File: config.mk
export PLATFORM = sky130hd
export DESIGN_NAME = bht_btb_predictor
export DESIGN_NICKNAME = d
export VERILOG_FILES = /design/src/rtl/bht_btb_predictor.sv
export SDC_FILE = /design/constraint.sdc
export NUM_CORES = 2
export LEC_CHECK = 0
export CAP_MARGIN = 20
export CORE_MARGIN = 2
export CORE_UTILIZATION = 30
export DETAILED_ROUTE_END_ITERATION = 16
export GPL_TIMING_DRIVEN = 0
export PLACE_DENSITY = 0.49
export SETUP_SLACK_MARGIN = 0.5
export SYNTH_ARGS = -nofsm -noshare
export SYNTH_HDL_FRONTEND = slang
export SYNTH_SLANG_ARGS = --single-unit
File: constraint.sdc
create_clock -name clk -period 8.2 [get_ports clk]
set_input_delay 1.64 -clock clk [delete_from_list [all_inputs] [get_ports clk]]
set_output_delay 1.64 -clock clk [all_outputs]
set_load 0.005 [all_outputs]
File: src/rtl/bht_btb_predictor.sv
// Dynamic branch predictor: direct-mapped BHT of saturating counters plus tagged BTB.
// Lookup is combinational on the fetch PC; training happens at the clock edge from EX.
module bht_btb_predictor #(
    parameter int ADDR_WIDTH = 32,
    parameter int INDEX_BITS = 6,
    parameter int CNT_BITS   = 2,
    parameter int STAT_WIDTH = 32
) (
    input  logic                  clk,
    input  logic                  reset,
    input  logic                  flush_all,
    input  logic [ADDR_WIDTH-1:0] pc_if,
    output logic                  pred_hit,
    output logic                  pred_taken,
    output logic [ADDR_WIDTH-1:0] pred_target,
    input  logic                  upd_valid,
    input  logic [ADDR_WIDTH-1:0] upd_pc,
    input  logic                  upd_taken,
    input  logic [ADDR_WIDTH-1:0] upd_target,
    input  logic                  upd_pred_taken,
    input  logic [ADDR_WIDTH-1:0] upd_pred_target,
    output logic                  mispredict,
    output logic [STAT_WIDTH-1:0] branch_cnt,
    output logic [STAT_WIDTH-1:0] mispred_cnt
);

    localparam int ENTRIES = 1 << INDEX_BITS;
    localparam int TAG_W   = ADDR_WIDTH - INDEX_BITS - 2;

    localparam logic [CNT_BITS-1:0] CNT_WT  = CNT_BITS'(1) << (CNT_BITS - 1);
    localparam logic [CNT_BITS-1:0] CNT_WNT = CNT_WT - CNT_BITS'(1);
    localparam logic [CNT_BITS-1:0] CNT_MAX = '1;

    function automatic logic [CNT_BITS-1:0] sat_inc(input logic [CNT_BITS-1:0] c);
        return (c == CNT_MAX) ? c : c + CNT_BITS'(1);
    endfunction

    function automatic logic [CNT_BITS-1:0] sat_dec(input logic [CNT_BITS-1:0] c);
        return (c == '0) ? c : c - CNT_BITS'(1);
    endfunction

    logic [ENTRIES-1:0]    r_valid;
    logic [TAG_W-1:0]      r_tag    [ENTRIES];
    logic [ADDR_WIDTH-1:0] r_target [ENTRIES];
    logic [CNT_BITS-1:0]   r_cnt    [ENTRIES];
    logic [STAT_WIDTH-1:0] r_branch_cnt;
    logic [STAT_WIDTH-1:0] r_mispred_cnt;

    logic [INDEX_BITS-1:0] w_if_idx;
    logic [TAG_W-1:0]      w_if_tag;
    logic [INDEX_BITS-1:0] w_upd_idx;
    logic [TAG_W-1:0]      w_upd_tag;
    logic                  w_upd_hit;
    logic                  w_wr_en;
    logic                  w_alloc;
    logic                  w_train;
    logic                  w_unused_lsbs;

    assign w_if_idx  = pc_if[INDEX_BITS+1:2];
    assign w_if_tag  = pc_if[ADDR_WIDTH-1:INDEX_BITS+2];
    assign w_upd_idx = upd_pc[INDEX_BITS+1:2];
    assign w_upd_tag = upd_pc[ADDR_WIDTH-1:INDEX_BITS+2];

    // Instruction-alignment bits never participate in indexing or tagging.
    assign w_unused_lsbs = ^{pc_if[1:0], upd_pc[1:0]};

    assign pred_hit    = r_valid[w_if_idx] && (r_tag[w_if_idx] == w_if_tag);
    assign pred_taken  = pred_hit && r_cnt[w_if_idx][CNT_BITS-1];
    assign pred_target = pred_taken ? r_target[w_if_idx] : pc_if + ADDR_WIDTH'(4);

    assign mispredict = upd_valid &&
                        ((upd_taken != upd_pred_taken) ||
                         (upd_taken && (upd_pred_target != upd_target)));

    assign w_upd_hit = r_valid[w_upd_idx] && (r_tag[w_upd_idx] == w_upd_tag);
    assign w_wr_en   = upd_valid && !flush_all;
    assign w_alloc   = w_wr_en && !w_upd_hit && upd_taken;
    assign w_train   = w_wr_en && w_upd_hit;

    // Flush wins over a concurrent allocation; counters are left alone by flush.
    always_ff @(posedge clk or negedge reset) begin
        if (!reset) begin
            r_valid <= '0;
        end else if (flush_all) begin
            r_valid <= '0;
        end else if (w_alloc) begin
            r_valid[w_upd_idx] <= 1'b1;
        end
    end

    always_ff @(posedge clk or negedge reset) begin
        if (!reset) begin
            for (int i = 0; i < ENTRIES; i++) begin
                r_cnt[i] <= CNT_WNT;
            end
        end else if (w_alloc) begin
            r_cnt[w_upd_idx] <= CNT_WT;
        end else if (w_train) begin
            r_cnt[w_upd_idx] <= upd_taken ? sat_inc(r_cnt[w_upd_idx])
                                          : sat_dec(r_cnt[w_upd_idx]);
        end
    end

    // Tag and target storage is only meaningful behind a valid bit, so it has no reset.
    always_ff @(posedge clk) begin
        if (w_alloc) begin
            r_tag[w_upd_idx]    <= w_upd_tag;
            r_target[w_upd_idx] <= upd_target;
        end else if (w_train && upd_taken) begin
            r_target[w_upd_idx] <= upd_target;
        end
    end

    always_ff @(posedge clk or negedge reset) begin
        if (!reset) begin
            r_branch_cnt  <= '0;
            r_mispred_cnt <= '0;
        end else begin
            r_branch_cnt  <= r_branch_cnt + STAT_WIDTH'(upd_valid);
            r_mispred_cnt <= r_mispred_cnt + STAT_WIDTH'(mispredict);
        end
    end

    assign branch_cnt  = r_branch_cnt;
    assign mispred_cnt = r_mispred_cnt;

endmodule
==> reports/qor.tcl <==
set qor(outcome) {finished, violations left}
set qor(violations) {setup timing}
set qor(share_of_cells_above_drive_strength_1) 0.348
set qor(most_frequent_cells_in_the_layout) {sky130_fd_sc_hd__edfxtp_1 (3584), sky130_fd_sc_hd__mux4_2 (1306), sky130_fd_sc_hd__clkbuf_16 (442), sky130_fd_sc_hd__buf_6 (312), sky130_fd_sc_hd__mux2i_1 (273)}
set qor(endpoint) {r_tag[15][6]}
set qor(die_x_um) 748
set qor(worst_ir_drop_vdd_mv) 0.227
set qor(timing.critical_path.to_type) {register}
set qor(cts_htree_levels) 5
set qor(netlist_area_mm2) 0.166
set qor(drt_pre_antenna_iters) 10
set qor(clkSlewWorstSetupHoldPaths_ns) 0.06
set qor(place_area_mm2) 0.187
set qor(synth-compound-area-share) 0.0457
set qor(global_route_wire_length_before_repair_um) 1050000
set qor(regToRegSetupSlack_ns) 2.39
set qor(mostFrequentLayoutCell) {sky130_fd_sc_hd__edfxtp_1}
set qor(cts-root-buf) {sky130_fd_sc_hd__clkbuf_16}
set qor(timing.max_slew.rel_slack) 0.0789
set qor(setup_viol) 3
set qor(pin_count_of_the_biggest_net_entering_global_routing) 112
set qor(critical_path_class) {in -> reg}
set qor(worstPathArrival_ns) 9.05
set qor(critical_path.reg2reg.endpoint) {r_tag[10][15]}
set qor(detail_route.drc_violations) 0
set qor(route.detailed.vias_per_inst) 6.27
set qor(synth-adder-area-share) 0.000438
set qor(ant_nets) 0
set qor(yosys_warnings) 0
set qor(main_flop_type_after_synthesis) {sky130_fd_sc_hd__edfxtp_1}
set qor(clock_latency_reported_for_the_late_side_of_the_worst_skew_pair_ns) 1.10
set qor(total_power_divided_by_cell_area_mw_per_mm2) 221
set qor(grtUsageTotal) 0.285
set qor(worst_setup_path_start_kind) {input pin}
set qor(synthDominantCellAreaShare) 0.649
set qor(fp.dieH_um) 748
set qor(timing.reg2reg.worst_path_depth) 16
set qor(setup_tns_ns) -0.234
set qor(first_iter_violations) 19707
set qor(number_of_instances_in_the_synthesized_netlist) 8565
set qor(dp_hpwl_um) 589000
set qor(leakagePower_nw) 65.6
set qor(cts-hold-fix-buffers) 0
set qor(min_period_ns) 8.29
set qor(numPortBuffers) 218
set qor(finalInstanceArea_mm2) 0.204
set qor(row_count) 273
set qor(cp_max_fo) 10
set qor(syn_nets) 8704
set qor(place_congestion) 0.982
set qor(synthMuxAreaShare) 0.203
set qor(maxClockFrequency_mhz) 121
set qor(post-place-cells) 16620
set qor(worst_setup_path_start) {upd_pc[2]}
set qor(routedWlPerCell_um) 46.7
set qor(final-instance-count-excl-fill) 17592
set qor(synth-seq-area-share) 0.688
set qor(synthDominantAreaCellType) {sky130_fd_sc_hd__edfxtp_1}
set qor(finalHoldViolCount) 0
set qor(origin_of_the_critical_flop_to_flop_path) {r_tag[6][9]}
set qor(die_footprint_mm2) 0.559
set qor(place_worst_setup_slack_ns) -4.59
set qor(cts.path.max_buffers) 4
set qor(syn_avg_cell_area_um2) 19.4
set qor(grt.overflow.total) 0
set qor(initial_core_util) 0.301
set qor(setup_slack_ns) -0.0937
set qor(netlist_top_cells_area) {sky130_fd_sc_hd__edfxtp_1 (65%), sky130_fd_sc_hd__mux4_2 (18%), sky130_fd_sc_hd__dfrtp_1 (2.9%), sky130_fd_sc_hd__mux2i_1 (1.7%), sky130_fd_sc_hd__dfstp_2 (1.0%)}
set qor(synthXorXnorAreaFrac) 0.00908
set qor(finalNetCount) 9997
set qor(total_core_area_mm2) 0.552
set qor(yosys_register_bits) 3840
set qor(cts_buffers) 428
set qor(max_cap_violations) 0
set qor(floorplan.io_pins) 233
set qor(async_flop_share) 0.0667
set qor(rsz0062_at_grt) {yes}
set qor(layout_worst_path_cycle_share) 1.01
set qor(required_ns) 8.95
set qor(first_global_vias) 104255
set qor(routed_wl_um) 822000
set qor(antenna_found_initial) 101
set qor(cts_tree) {built}
set qor(cts.sinks) 3840
set qor(syn2layout_area_growth_pct) 23.3
set qor(max_slew.worst_pin.slew_ns) 1.38
set qor(routed-via-count) 110358
set qor(synth_top_family_by_area) {multiplexers}
set qor(synth_simple_gate_area_frac) 0.0335
set qor(netlist-cell-type-count) 88
set qor(finalClockSkew_ns) 0.100
set qor(synth_enable_flop_cells) 3584
set qor(type_of_the_most_critical_hold_path) {reg -> reg}
set qor(timing_max_transition_violations_final) 0
==> critical path, stage by stage <==
cell and delay [ns]:
sky130_fd_sc_hd__buf_4 0.16, sky130_fd_sc_hd__buf_4 0.21, sky130_fd_sc_hd__inv_1 0.41, sky130_fd_sc_hd__buf_2 0.68, sky130_fd_sc_hd__clkbuf_1 0.42, sky130_fd_sc_hd__buf_2 0.73
sky130_fd_sc_hd__o221ai_1 0.29, sky130_fd_sc_hd__a211oi_1 0.77, sky130_fd_sc_hd__nand4_1 0.22, sky130_fd_sc_hd__xor2_1 0.83, sky130_fd_sc_hd__nor2_1 0.11, sky130_fd_sc_hd__nand4_1 0.32
sky130_fd_sc_hd__nor3_4 0.18, sky130_fd_sc_hd__clkbuf_2 0.35, sky130_fd_sc_hd__nor3_2 0.97, sky130_fd_sc_hd__buf_6 0.26, sky130_fd_sc_hd__buf_6 0.19, sky130_fd_sc_hd__buf_6 0.19
==> logic make-up after synthesis <==
logic type      after synthesis
fa+ha+maj                     6
mux                        1718
buf+inv                     697
flops                      3840
compound gates             1018
xor+xnor                    172
simple gates               1114
==> report_power, final <==
group	switching, mW	internal, mW
sequential	0.0539	21.5
combinational	2.91	1.46
clock	8.47	10.9
==> through the flow <==
stage / power, mW / utilization / hold WS, ns
2_1_floorplan: 23.5 / - / 0.459
3_3_place_gp: 25.7 / 0.321 / 0.463
3_5_place_dp: 25.9 / 0.338 / 0.459
4_1_cts: 45.1 / 0.369 / 0.471
5_1_grt: 46.0 / 0.370 / 0.498
6_report: 45.3 / 0.371 / 0.470
==> worst min-delay path by stage <==
stage | start | to | slack (ns) | cells after the start
floorplan | r_cnt[122] | r_cnt[122] | 0.46 | 2
global placement | mispred_cnt[31] | mispred_cnt[31] | 0.46 | 1
detailed placement | mispred_cnt[31] | mispred_cnt[31] | 0.46 | 1
CTS | mispred_cnt[31] | mispred_cnt[31] | 0.47 | 1
global route | mispred_cnt[31] | mispred_cnt[31] | 0.50 | 1
finish | mispred_cnt[31] | mispred_cnt[31] | 0.47 | 1
==> final cells by class <==
type	instances	area, um2
buffer	662	5470
sequential	3840	114000
tap	7287	9120
multi-input combinational	4028	50100
inverter	35	131
clock inverter	244	2480
fill	50511	347000
antenna	95	238
timing repair buffer	863	11500
clock buffer	538	11200
==> timing repair <==
action	in CTS	in global routing
pin swaps	13	12
gates resized for setup	823	139
setup buffers	59	26
cloned	5	0
endpoints found under the setup margin	1762	369
==> layer usage <==
metal  share of wire  GRT usage  vias up
met5         0.00045    0.00212        -
met4           0.082      0.190       34
met3            0.13      0.107     2604
met2            0.43      0.420     9596
met1            0.36      0.349    58979
li1                -          -    39145
==> state kept, by name, indices dropped and copies added (netlist names) <==
| signal | cells |
|---|---|
| r_target | 2048 |
| mispred_cnt | 32 |
| branch_cnt | 32 |
| r_cnt | 128 |
| r_tag | 1536 |
| r_valid | 64 |
==> synthesized netlist by cell type, drive strengths merged (30+ instances only) <==
library cell,n
a211oi,157
a21oi,82
a221oi,139
a22o,35
a22oi,203
a31oi,39
and3,36
buf,357
clkbuf,305
dfrtp,192
dfstp,64
edfxtp,3584
inv,35
mux2,123
mux2i,289
mux4,1306
nand2,272
nand2b,60
nand3,130
nand4,90
nor2,272
nor2b,30
nor3,81
o211ai,59
o21ai,46
o22ai,101
o31ai,41
xnor2,114
xor2,58
Note: power is estimated with default switching activity, not from simulation.
